## src/rtl/shift_add_multiplier_if.sv

```systemverilog
// Purpose : operand/control/result bundle between board logic and shift_add_multiplier.
// Latency : wiring only, no storage.
// Backpressure: none; Execute is a level request and Busy/Done report progress.
// Ports   : master drives Execute, ClearXA_LoadB, Signed_Mode, Din;
//           slave drives X, Aval, Bval, Product, Busy, Done.
interface shift_add_multiplier_if #(
   parameter int WIDTH = 8
);
   logic               Execute;
   logic               ClearXA_LoadB;
   logic               Signed_Mode;
   logic [WIDTH-1:0]   Din;
   logic               X;
   logic [WIDTH-1:0]   Aval;
   logic [WIDTH-1:0]   Bval;
   logic [2*WIDTH-1:0] Product;
   logic               Busy;
   logic               Done;

   modport master (
      output Execute, ClearXA_LoadB, Signed_Mode, Din,
      input  X, Aval, Bval, Product, Busy, Done
   );

   modport slave (
      input  Execute, ClearXA_LoadB, Signed_Mode, Din,
      output X, Aval, Bval, Product, Busy, Done
   );
endinterface

```

## src/rtl/shift_add_multiplier.sv

```systemverilog
// Purpose : sequential shift-add multiplier, S (WIDTH) x B (WIDTH) -> {X,A,B}, signed or unsigned.
// Latency : 2*WIDTH cycles of Busy after the start edge, then Done held until Execute drops.
// Backpressure: inputs other than Reset are ignored while Busy or Done; one run per Execute level.
// Ports   : Clk, Reset (sync, active-high); bus (slave modport) carries the request inputs
//           Execute/ClearXA_LoadB/Signed_Mode/Din and the registered results X/Aval/Bval/Product/Busy/Done.
module shift_add_multiplier #(
   parameter int WIDTH = 8
) (
   input logic                   Clk,
   input logic                   Reset,
   shift_add_multiplier_if.slave bus
);
   localparam int              CW   = (WIDTH > 1) ? $clog2(WIDTH) : 1;
   localparam logic [CW-1:0]   LAST = CW'(WIDTH - 1);

   typedef enum logic [1:0] {IDLE, ADD, SHIFT, HOLD} state_t;

   state_t           state_q, state_d;
   logic             x_q, x_d;
   logic [WIDTH-1:0] a_q, a_d;
   logic [WIDTH-1:0] b_q, b_d;
   logic [WIDTH-1:0] s_q, s_d;
   logic             mode_q, mode_d;
   logic [CW-1:0]    cnt_q, cnt_d;

   logic             last_step;
   logic             sub;
   logic [WIDTH:0]   ext_a, ext_s, addend, sum;

   assign last_step = (cnt_q == LAST);

   // (WIDTH+1)-bit add path; the final step of a signed run subtracts because
   // the multiplier's MSB carries negative weight.
   always_comb begin
      ext_a  = {mode_q & a_q[WIDTH-1], a_q};
      ext_s  = {mode_q & s_q[WIDTH-1], s_q};
      sub    = mode_q & last_step;
      addend = sub ? ~ext_s : ext_s;
      sum    = ext_a + addend + {{WIDTH{1'b0}}, sub};
   end

   // State register plus datapath registers.
   always_ff @(posedge Clk) begin
      if (Reset) begin
         state_q <= IDLE;
         x_q     <= 1'b0;
         a_q     <= '0;
         b_q     <= '0;
         s_q     <= '0;
         mode_q  <= 1'b0;
         cnt_q   <= '0;
      end else begin
         state_q <= state_d;
         x_q     <= x_d;
         a_q     <= a_d;
         b_q     <= b_d;
         s_q     <= s_d;
         mode_q  <= mode_d;
         cnt_q   <= cnt_d;
      end
   end

   // Next-state logic.
   always_comb begin
      state_d = state_q;
      case (state_q)
         IDLE:    if (bus.Execute) state_d = ADD;
         ADD:     state_d = SHIFT;
         SHIFT:   state_d = last_step ? HOLD : ADD;
         HOLD:    if (!bus.Execute) state_d = IDLE;
         default: state_d = IDLE;
      endcase
   end

   // Datapath next values.
   always_comb begin
      x_d    = x_q;
      a_d    = a_q;
      b_d    = b_q;
      s_d    = s_q;
      mode_d = mode_q;
      cnt_d  = cnt_q;
      case (state_q)
         IDLE: begin
            if (bus.Execute) begin
               // B is kept so a re-run multiplies against the previous low half.
               s_d    = bus.Din;
               mode_d = bus.Signed_Mode;
               a_d    = '0;
               x_d    = 1'b0;
               cnt_d  = '0;
            end else if (bus.ClearXA_LoadB) begin
               x_d = 1'b0;
               a_d = '0;
               b_d = bus.Din;
            end
         end
         ADD: begin
            if (b_q[0]) begin
               a_d = sum[WIDTH-1:0];
               x_d = sum[WIDTH];
            end
         end
         SHIFT: begin
            a_d = {x_q, a_q[WIDTH-1:1]};
            b_d = {a_q[0], b_q[WIDTH-1:1]};
            // Signed: X is the sign and stays replicated. Unsigned: X is a carry
            // that is consumed by this shift, so it must not be shifted in twice.
            x_d = mode_q ? x_q : 1'b0;
            if (!last_step) cnt_d = cnt_q + CW'(1);
         end
         default: ;
      endcase
   end

   // Output decode from registered state only.
   always_comb begin
      bus.Busy = (state_q == ADD) || (state_q == SHIFT);
      bus.Done = (state_q == HOLD);
   end

   assign bus.X       = x_q;
   assign bus.Aval    = a_q;
   assign bus.Bval    = b_q;
   assign bus.Product = {a_q, b_q};
endmodule
```

## src/flat_wrapper.sv

```systemverilog
// flat-port wrapper written by rule: the top's interface ports become plain ports
module shift_add_multiplier_flat 
#(
   parameter int WIDTH = 8
)
  (Clk, Reset, bus_Execute, bus_ClearXA_LoadB, bus_Signed_Mode, bus_Din, bus_X, bus_Aval, bus_Bval, bus_Product, bus_Busy, bus_Done);
  shift_add_multiplier_if #(.WIDTH(WIDTH)) bus_i ();
  input logic Clk;
  input logic Reset;
  input wire logic [$bits(bus_i.Execute)-1:0] bus_Execute;
  input wire logic [$bits(bus_i.ClearXA_LoadB)-1:0] bus_ClearXA_LoadB;
  input wire logic [$bits(bus_i.Signed_Mode)-1:0] bus_Signed_Mode;
  input wire logic [$bits(bus_i.Din)-1:0] bus_Din;
  output wire logic [$bits(bus_i.X)-1:0] bus_X;
  output wire logic [$bits(bus_i.Aval)-1:0] bus_Aval;
  output wire logic [$bits(bus_i.Bval)-1:0] bus_Bval;
  output wire logic [$bits(bus_i.Product)-1:0] bus_Product;
  output wire logic [$bits(bus_i.Busy)-1:0] bus_Busy;
  output wire logic [$bits(bus_i.Done)-1:0] bus_Done;
  assign bus_i.Execute = bus_Execute;
  assign bus_i.ClearXA_LoadB = bus_ClearXA_LoadB;
  assign bus_i.Signed_Mode = bus_Signed_Mode;
  assign bus_i.Din = bus_Din;
  assign bus_X = bus_i.X;
  assign bus_Aval = bus_i.Aval;
  assign bus_Bval = bus_i.Bval;
  assign bus_Product = bus_i.Product;
  assign bus_Busy = bus_i.Busy;
  assign bus_Done = bus_i.Done;
  shift_add_multiplier #(.WIDTH(WIDTH)) u_core (.Clk(Clk), .Reset(Reset), .bus(bus_i));
endmodule
```

## config.mk

```make
export PLATFORM = sky130hd
export DESIGN_NAME = shift_add_multiplier_flat
export DESIGN_NICKNAME = d
export VERILOG_FILES = /design/src/rtl/shift_add_multiplier_if.sv /design/src/rtl/shift_add_multiplier.sv /design/src/flat_wrapper.sv
export SDC_FILE = /design/constraint.sdc
export NUM_CORES = 1
export LEC_CHECK = 0
export ABC_CLOCK_PERIOD_IN_PS = 3100
export CAP_MARGIN = 15
export CORE_ASPECT_RATIO = 0.6
export CORE_UTILIZATION = 40
export CTS_CLUSTER_DIAMETER = 60
export DETAILED_ROUTE_END_ITERATION = 8
export HOLD_SLACK_MARGIN = 0.15
export PLACE_DENSITY = 0.66
export SKIP_CTS_REPAIR_TIMING = 1
export SYNTH_ARGS = -nofsm -noshare
export SYNTH_HDL_FRONTEND = slang
export SYNTH_SLANG_ARGS = --single-unit
```

## constraint.sdc

```tcl
create_clock -name Clk -period 3.1 [get_ports Clk]
set_clock_uncertainty 0.2 [all_clocks]
set_input_delay 0.62 -clock Clk [delete_from_list [all_inputs] [get_ports Clk]]
set_output_delay 0.62 -clock Clk [all_outputs]
set_load 0.01 [all_outputs]
```

Word level (Yosys, flattened, before mapping)
Cells that the tools add are included.
{"block": "classes", "addsub": 3, "eq_ne": 12, "n_mux": 20, "n_bitwise": 4, "n_reduce_logical": 10}
{"operator": "$mux 8", "count": 5}
{"operator": "$pmux 8 s3", "count": 1}
{"operator": "$pmux 8 s2", "count": 1}
{"operator": "$ne 2x2->1 const B", "count": 6}
{"operator": "$add 9x1->9", "count": 1}
{"operator": "$add 9x9->9", "count": 1}
{"operator": "$mux 9", "count": 1}
{"operator": "$not 9->9", "count": 1}
{"operator": "$reduce_and 3->1", "count": 3}
{"operator": "$pmux 2 s4", "count": 1}
{"operator": "$mux 2", "count": 3}
{"operator": "$mux 3", "count": 2}
{"operator": "$pmux 3 s2", "count": 1}
{"operator": "$eq 2x2->1 const B", "count": 2}
{"operator": "$mux 1", "count": 4}
{"operator": "$reduce_and 2->1", "count": 2}
{"operator": "$reduce_and 4->1", "count": 1}
{"operator": "$add 3x1->3 const B", "count": 1}
{"operator": "$and 1x1->1", "count": 3}
{"operator": "$eq 3x3->1 const B", "count": 1}
{"operator": "$ne 3x3->1 const B", "count": 1}
{"operator": "$pmux 1 s3", "count": 1}
{"operator": "$reduce_bool 3->1", "count": 1}
{"operator": "$eq 2x1->1 const B", "count": 1}
{"operator": "other kinds (4)", "count": 4}
{"block": "word_totals", "regBits": 31, "inputBits": 13, "elab_cells": 56}

Depth between registers and ports, before layout
Gate-level depths: netlist of the first run.
{"block": "depth", "depth_word": 7, "depth_mapped": 10, "depth_no_buf": 10}

Least setup slack after synthesis of the first run
OpenSTA, ideal clock, no wires.
{"block": "synth_path", "kind": "reg2reg", "from": "register u_core.cnt_q[0]", "to": "register u_core.x_q, in the netlist u_core.bus.X", "setup_ps": 123, "arrival_ps": 2455, "path_slack_ps": 322, "stages_incl_launch_ff": 11, "n_path_buf": 0, "synth_period_minus_slack_ps": 2778, "cell_sequence": "dfxtp_1 ha_1 ha_1 nand2_1 xnor2_1 fa_1 a211oi_1 o31ai_2 o31ai_1 xnor2_1 o32ai_1"}
{"block": "synth_between", "elab_chain_cells": 7}
{"item": "start, declared", "line": "shift_add_multiplier.sv:24", "source": "logic [CW-1:0] cnt_q, cnt_d;"}
{"item": "start signal, assigned", "line": "shift_add_multiplier.sv:59", "source": "cnt_q <= cnt_d;"}
{"item": "$eq 3x3->1 (*)", "line": "shift_add_multiplier.sv:30", "source": "assign last_step = (cnt_q == LAST);"}
{"item": "$and 1x1->1 (*)", "line": "shift_add_multiplier.sv:37", "source": "sub = mode_q & last_step;"}
{"item": "$mux 9", "line": "shift_add_multiplier.sv:38", "source": "addend = sub ? ~ext_s : ext_s;"}
{"item": "$add 9x9->9", "line": "shift_add_multiplier.sv:39", "source": "sum = ext_a + addend + {{WIDTH{1'b0}}, sub};"}
{"item": "$add 9x1->9 (*)", "line": "shift_add_multiplier.sv:39"}
{"item": "$mux 1 (*)", "line": "shift_add_multiplier.sv:99", "source": "if (b_q[0]) begin"}
{"item": "$pmux 1 s3 (*)", "line": "shift_add_multiplier.sv:83", "source": "case (state_q)"}
{"item": "end signal, assigned", "line": "shift_add_multiplier.sv:46", "source": "x_q <= 1'b0;"}
{"item": "end signal, assigned", "line": "shift_add_multiplier.sv:54", "source": "x_q <= x_d;"}
{"item": "end, declared", "line": "shift_add_multiplier.sv:19", "source": "logic x_q, x_d;"}
Every way passes the cells marked *; elsewhere a longest branch is shown, timed or not. The select of a mux whose other input is x is not followed.
A chain may end at the register's enable or synchronous reset.

Worst setup path after layout of the first run
Same ends and word-level chain as after synthesis.

==> impl_metrics.json, run 1 <==
{
  "cts_sinks": 31,
  "dieArea_mm2": 0.00536,
  "irDropWorstVdd_mv": 0.268,
  "hpwl_um": 3570,
  "mostFrequentLayoutCell": "clkdlybuf4s50_1",
  "grtUsageTotal_pct": 18.6,
  "antenna_found_initial": 0,
  "gp_congestion": 0.860,
  "io_pins": 48,
  "async_flop_share_pct": 0,
  "dp_slack_ns": 0.232,
  "numPortBuffers": 47,
  "clock_path_buffers": 2,
  "synth_mux_area_share_pct": 4.45,
  "slowest_stage": "fa_1",
  "startpoint_type": "flop",
  "worst_pin_slew_ns": 0.619,
  "cap_violations": 0,
  "row_count": 19,
  "tns_ns": 0,
  "vias": 1781,
  "synth_edf_count": 0,
  "synth.distinct_cells": 40,
  "synth_top_family_by_area": "compound AO/OA/AOI/OAI gates",
  "status": "finished, final reports clean",
  "arrival_ns": 2.83,
  "synth_area_mm2": 0.00202,
  "grt.overflow.total": 0,
  "yosys.area_share.simple_pct": 18.4,
  "synth_fa_ha_area_share_pct": 9.64,
  "synthXorXnorAreaFrac_pct": 6.92,
  "drt-pass1-iter-count": 4,
  "r2r_start": "u_core.cnt_q[0]",
  "wirelength_um": 4700,
  "antennaDiodeCount": 0,
  "die_h_um": 57.1,
  "syn-num-nets": 273,
  "grt_pass1_wl_um": 7750,
  "root_buffer": "clkbuf_8",
  "area_growth_pct": 25.3,
  "layout_common_cells": "clkdlybuf4s50_1 (47), dfxtp_1 (31), nand2_1 (27), a21oi_1 (26), nand3_1 (24)",
  "finalWorstSetupSlack_ns": 0.230,
  "r2r_cells": 10,
  "h-tree-depth": 2,
  "ys.flop_type": "dfxtp_1",
  "drive_above_1_share_pct": 7.17,
  "drv_slew": 0,
  "drtIter0Drc": 84,
  "drc_errors": 0,
  "reg2reg_to": "u_core.bus.X",
  "cp_cell_sequence": "ha_1 -> ha_1 -> nand2_1 -> xnor2_1 -> fa_1 -> a211oi_1 -> o31ai_2 -> o31ai_1 -> xnor2_1 -> o32ai_1",
  "synthCells": 245,
  "reg2reg_slack_ns": 0.23,
  "start_util_pct": 43.0,
  "synth_compound_area_share_pct": 20.0,
  "required_ns": 3.06,
  "max_stage_delay_ns": 0.46,
  "max_freq_mhz": 348,
  "post-route-period-util_pct": 92.6,
  "worstSetupStartpoint": "u_core.cnt_q[0]",
  "cts_buffers": 5,
  "tritoncts": "built",
  "grt_max_degree": 20,
  "endpoint": "u_core.bus.X",
  "max_slew_margin_pct": 58.7,
  "yosys_warnings": 0,
  "hp-class": "flop to flop",
  "criticalPathCategory": "flop to flop",
  "whs_path_depth": 2,
  "path_max_fanout": 6,
  "coreArea_mm2": 0.00471,
  "worstSkewPairLatency_ns": 0.28,
  "die_w_um": 93.8,
  "ys_seq_elements": 31,
  "rsz0062_at_grt": "no",
  "p_leak_nw": 0.953,
  "syn_area_per_cell_um2": 8.26,
  "grt_pass1_vias": 1565,
  "finalSetupViolCount": 0,
  "finalNetCount": 306,
  "cts.clk_slew.worst_paths_ns": 0.07,
  "antenna_left": 0,
  "finalHoldViolCount": 0,
  "post-route-min-period_ns": 2.87,
  "routed_via_density": 5.21,
  "powerDensity_mw_per_mm2": 512,
  "endpoint_kind": "flop",
  "ys_seq_area_share_pct": 30.7,
  "post_drt_wl_per_cell_um": 13.7
}
[synthesized netlist by cell type (all sizes together), types with 2 or more instances]
cell	count	area share, %
nor2	18	3.3
a21oi	26	6.4
o22ai	2	1.2
xor2	3	1.3
nand3	24	5.9
dfxtp	31	31
buf	22	7.3
o31ai	2	0.99
o21ai	5	1.4
xnor2	13	5.6
nand2	27	5.0
ha	14	8.7
a311oi	2	0.87
a211oi	11	4.1
nand2b	2	0.62
a22o	3	1.3
mux2i	9	4.5
inv	7	1.3
nand4b	2	0.87
clkbuf	6	1.1
[stage by stage]
step | hold WS (ns) | util [%] | total power [mW] | instances | instance area, um2
floorplan | 0.236 | - | 0.830 | 245 | 2020
global placement | 0.247 | 52.2 | 0.997 | 334 | 2460
detailed placement | 0.255 | 52.2 | 0.996 | 334 | 2460
CTS | 0.267 | 53.9 | 1.31 | 342 | 2540
global route | 0.289 | 53.9 | 1.38 | 342 | 2540
finish | 0.267 | 53.9 | 1.30 | 342 | 2540
[kinds of logic (layout without fill, tap and decap cells)]
logic type,after synthesis,after routing
flip-flops,31,31
XOR/XNOR,16,16
adder cells (fa/ha/maj),15,15
AND/OR/NAND/NOR,79,79
buffers and inverters,36,70
multiplexers,9,9
AO/OA/AOI/OAI,59,59
[state kept, by name, indices dropped and copies added, names as in the netlist]
name             cells
u_core.state_q       2
u_core.cnt_q         3
u_core.bus.Aval      8
u_core.s_q           8
u_core.bus.X         1
u_core.mode_q        1
u_core.bus.Bval      8
[worst min-delay path by stage]
stage	slack (ns)	from	end
floorplan	0.24	u_core.cnt_q[1]	u_core.cnt_q[1]
global placement	0.25	u_core.cnt_q[1]	u_core.cnt_q[1]
detailed placement	0.25	u_core.cnt_q[2]	u_core.cnt_q[2]
CTS	0.27	u_core.cnt_q[2]	u_core.cnt_q[2]
global route	0.29	u_core.cnt_q[1]	u_core.cnt_q[1]
finish	0.27	u_core.cnt_q[2]	u_core.cnt_q[2]
[power breakdown]
group / switching (mW) / internal (mW)
Sequential: 0.0489 / 0.441
Clock: 0.152 / 0.158
Combinational: 0.266 / 0.234
Total: 0.467 / 0.832
[layout make-up]
class | count | area, um2
Timing Repair Buffer | 54 | 523
Sequential cell | 31 | 621
Inverter | 8 | 30.0
Tap cell | 63 | 78.8
Clock buffer | 7 | 76.3
Fill cell | 461 | 2170
Clock inverter | 1 | 5.00
Multi-Input combinational cell | 178 | 1200
[metal layers]
layer	wire [um]	track usage, %	up-vias	part of all wire [%]
met4	12	2.42	0	0.26
met2	1770	24.3	51	38
li1	-	-	916	-
met3	299	4.53	3	6.4
met5	0	0	-	0
met1	2620	30.5	811	56
[worst max-delay path, delay by kind of cell, from the launching register on]
kind / cells / cell delay, ns
simple gates: 1 / 0.24
fa+ha+maj: 3 / 0.85
compound gates: 4 / 0.82
flops: 1 / 0.33
xor+xnor: 2 / 0.32
(Power assumes the default switching activity.)
==> run 2: changes to the inputs <==
--- a/config.mk
+++ b/config.mk
@@ -5,9 +5,11 @@
 export SDC_FILE = /design/constraint.sdc
 export NUM_CORES = 1
 export LEC_CHECK = 0
+export ABC_AREA = 1
 export ABC_CLOCK_PERIOD_IN_PS = 3100
 export CAP_MARGIN = 15
 export CORE_ASPECT_RATIO = 0.6
+export CORE_MARGIN = 2
 export CORE_UTILIZATION = 40
 export CTS_CLUSTER_DIAMETER = 60
 export DETAILED_ROUTE_END_ITERATION = 8
==> run 2 against run 1 <==
Net effect:
- combinational power is 63% higher
- cell count is 10% higher
- sequential cell count stayed put
- largest power group unchanged
- register-to-register slack better by 0.34 ns
- sequential share of layout area is 0.46 points lower
==> impl_metrics.json, run 2 <==
{
  "post-route-min-period_ns": 2.53,
  "hp-start": "u_core.cnt_q[1]",
  "clock_path_buffers": 2,
  "reg2reg_slack_ns": 0.57,
  "gp_congestion": 0.810,
  "power_frac_clock_pct": 21.2,
  "power.switching_mw": 0.699,
  "finalSetupViolCount": 0,
  "multi_input_area_mm2": 0.00114,
  "synth_area_leader_cell": "dfxtp_1",
  "dp_slack_ns": 0.561,
  "syn-num-nets": 307,
  "synth_top_area_share_pct": 30.1,
  "finalHoldViolCount": 0,
  "internal_power_mw": 1.05,
  "routed_via_density": 4.77,
  "synth_most_common_cell": "nand2_1",
  "finalWorstSetupSlack_ns": 0.566,
  "post_drt_wl_per_cell_um": 12.7,
  "path_max_fanout": 9,
  "mostFrequentLayoutCell": "nand2_1",
  "p_leak_nw": 1.12,
  "drv_slew": 0,
  "grt.overflow.total": 0,
  "required_ns": 3.11,
  "antennaDiodeCount": 0,
  "async_flop_share_pct": 0,
  "die_h_um": 59.7,
  "drt-pass1-iter-count": 4,
  "worstSetupStartpoint": "u_core.cnt_q[0]",
  "grt_pass1_wl_um": 8300,
  "antenna_found_initial": 0,
  "seq_area_um2": 621,
  "antenna_left": 0,
  "row_count": 20,
  "dpl.cell_count": 369,
  "worstSkewPairLatency_ns": 0.29,
  "hp-class": "flop to flop",
  "synth.distinct_cells": 30,
  "ys.flop_type": "dfxtp_1",
  "swShare_pct": 40.0,
  "rsz0062_at_grt": "no",
  "area_growth_pct": 25.3,
  "fill_cells": 510,
  "syn_area_per_cell_um2": 7.40,
  "vias": 1799,
  "arrival_ns": 2.55,
  "post-route-period-util_pct": 81.7,
  "ys_seq_elements": 31,
  "io_pins": 48,
  "start_util_pct": 41.3,
  "numPortBuffers": 47,
  "synthCells": 279,
  "grtUsageTotal_pct": 18.5,
  "h-tree-depth": 2,
  "tritoncts": "built",
  "finalNonFillerCells": 377,
  "root_buffer": "clkbuf_8",
  "ys_top_cells_by_count": "nand2_1 (56), inv_1 (38), dfxtp_1 (31)",
  "max_slew_margin_pct": 57.2,
  "finalNetCount": 338,
  "die_w_um": 96.7,
  "r2r_start": "u_core.cnt_q[0]",
  "grt_max_degree": 30,
  "startpoint_type": "flop",
  "drive_above_1_share_pct": 8.04,
  "combPwrFrac_pct": 46.4,
  "hpwl_um": 3520,
  "powerDensity_mw_per_mm2": 675,
  "wirelength_um": 4800,
  "status": "finished, final reports clean",
  "cap_violations": 0,
  "cts_buffers": 5,
  "tns_ns": 0,
  "grt_pass1_vias": 1736,
  "layout_common_cells": "nand2_1 (56), clkdlybuf4s50_1 (47), inv_1 (38), dfxtp_1 (31), a211oi_1 (26)",
  "ys_seq_area_share_pct": 30.1,
  "criticalPathCategory": "flop to flop",
  "worst_pin_slew_ns": 0.642,
  "drc_errors": 0,
  "endpoint_kind": "flop",
  "irDropWorstVdd_mv": 0.459,
  "synth_area_mm2": 0.00206,
  "synth_edf_count": 0,
  "coreArea_mm2": 0.00500,
  "drtIter0Drc": 97,
  "synth_top_cells_by_area": "dfxtp_1 (30%), nand2_1 (10%), a211oi_1 (9.5%)",
  "cts.clk_slew.worst_paths_ns": 0.07,
  "cts_sinks": 31,
  "max_freq_mhz": 395,
  "hold-worst-slack_ns": 0.274,
  "pwr-share-seq_pct": 32.4,
  "dieArea_mm2": 0.00577,
  "yosys_warnings": 0
}
-- run 2: metal layers --
| layer | up-vias | routed length (um) | GRT usage, % |
|---|---|---|---|
| met4 | 0 | 50 | 6.04 |
| li1 | 964 | - | - |
| met3 | 6 | 218 | 4.68 |
| met1 | 792 | 2620 | 26.3 |
| met5 | - | 0 | 0 |
| met2 | 37 | 1910 | 27.7 |
-- run 2: path summary, 6_finish.rpt --
path,depth (start not counted),endpoint
max reg2reg,12,u_core.bus.Aval[6]
min reg2reg,2,u_core.cnt_q[1]
min,2,u_core.cnt_q[1]
max,12,u_core.bus.Aval[6]
-- run 2: final cells by class --
type,count,share of cell area (%)
Inverter,38,5.52
Timing Repair Buffer,49,19.3
Sequential cell,31,24.0
Clock buffer,7,3.73
Tap cell,66,3.19
Multi-Input combinational cell,185,44.0
Clock inverter,1,0.290
-- run 2: critical path, stage by stage (launching register included) --
cell     delay [ns]
dfxtp_1        0.33
ha_1           0.15
ha_1           0.24
nand2_4        0.15
xnor2_1        0.19
fa_1           0.44
nand3_1        0.10
nand2_1        0.13
nand2_1        0.12
a21oi_1        0.07
o21ai_0        0.16
nand2_1        0.06
a21oi_1        0.11
-- run 2: cell families after synthesis --
logic type               Yosys count  share of synthesized area [%]
flip-flops                        31                           30.1
buffers and inverters             63                           14.8
AO/OA/AOI/OAI                     61                           19.3
adder cells (fa/ha/maj)           15                           9.45
AND/OR/NAND/NOR                   99                           22.1
XOR/XNOR                          10                           4.24
-- run 2: power by group through the flow --
stage,Combinational (mW),Sequential [mW],Clock [mW]
6_report,0.811,0.565,0.370
5_1_grt,0.898,0.580,0.394
4_1_cts,0.816,0.567,0.382
3_5_place_dp,0.813,0.575,0
3_3_place_gp,0.800,0.573,0
2_1_floorplan,0.545,0.580,0
-- run 2: metrics by stage --
stage	utilization [%]	power, mW	area [um2]
5_1_grt	51.7	1.87	2590
6_report	51.7	1.75	2590
3_5_place_dp	49.6	1.39	2480
3_3_place_gp	49.6	1.37	2480
4_1_cts	51.7	1.77	2590
2_1_floorplan	-	1.12	2060
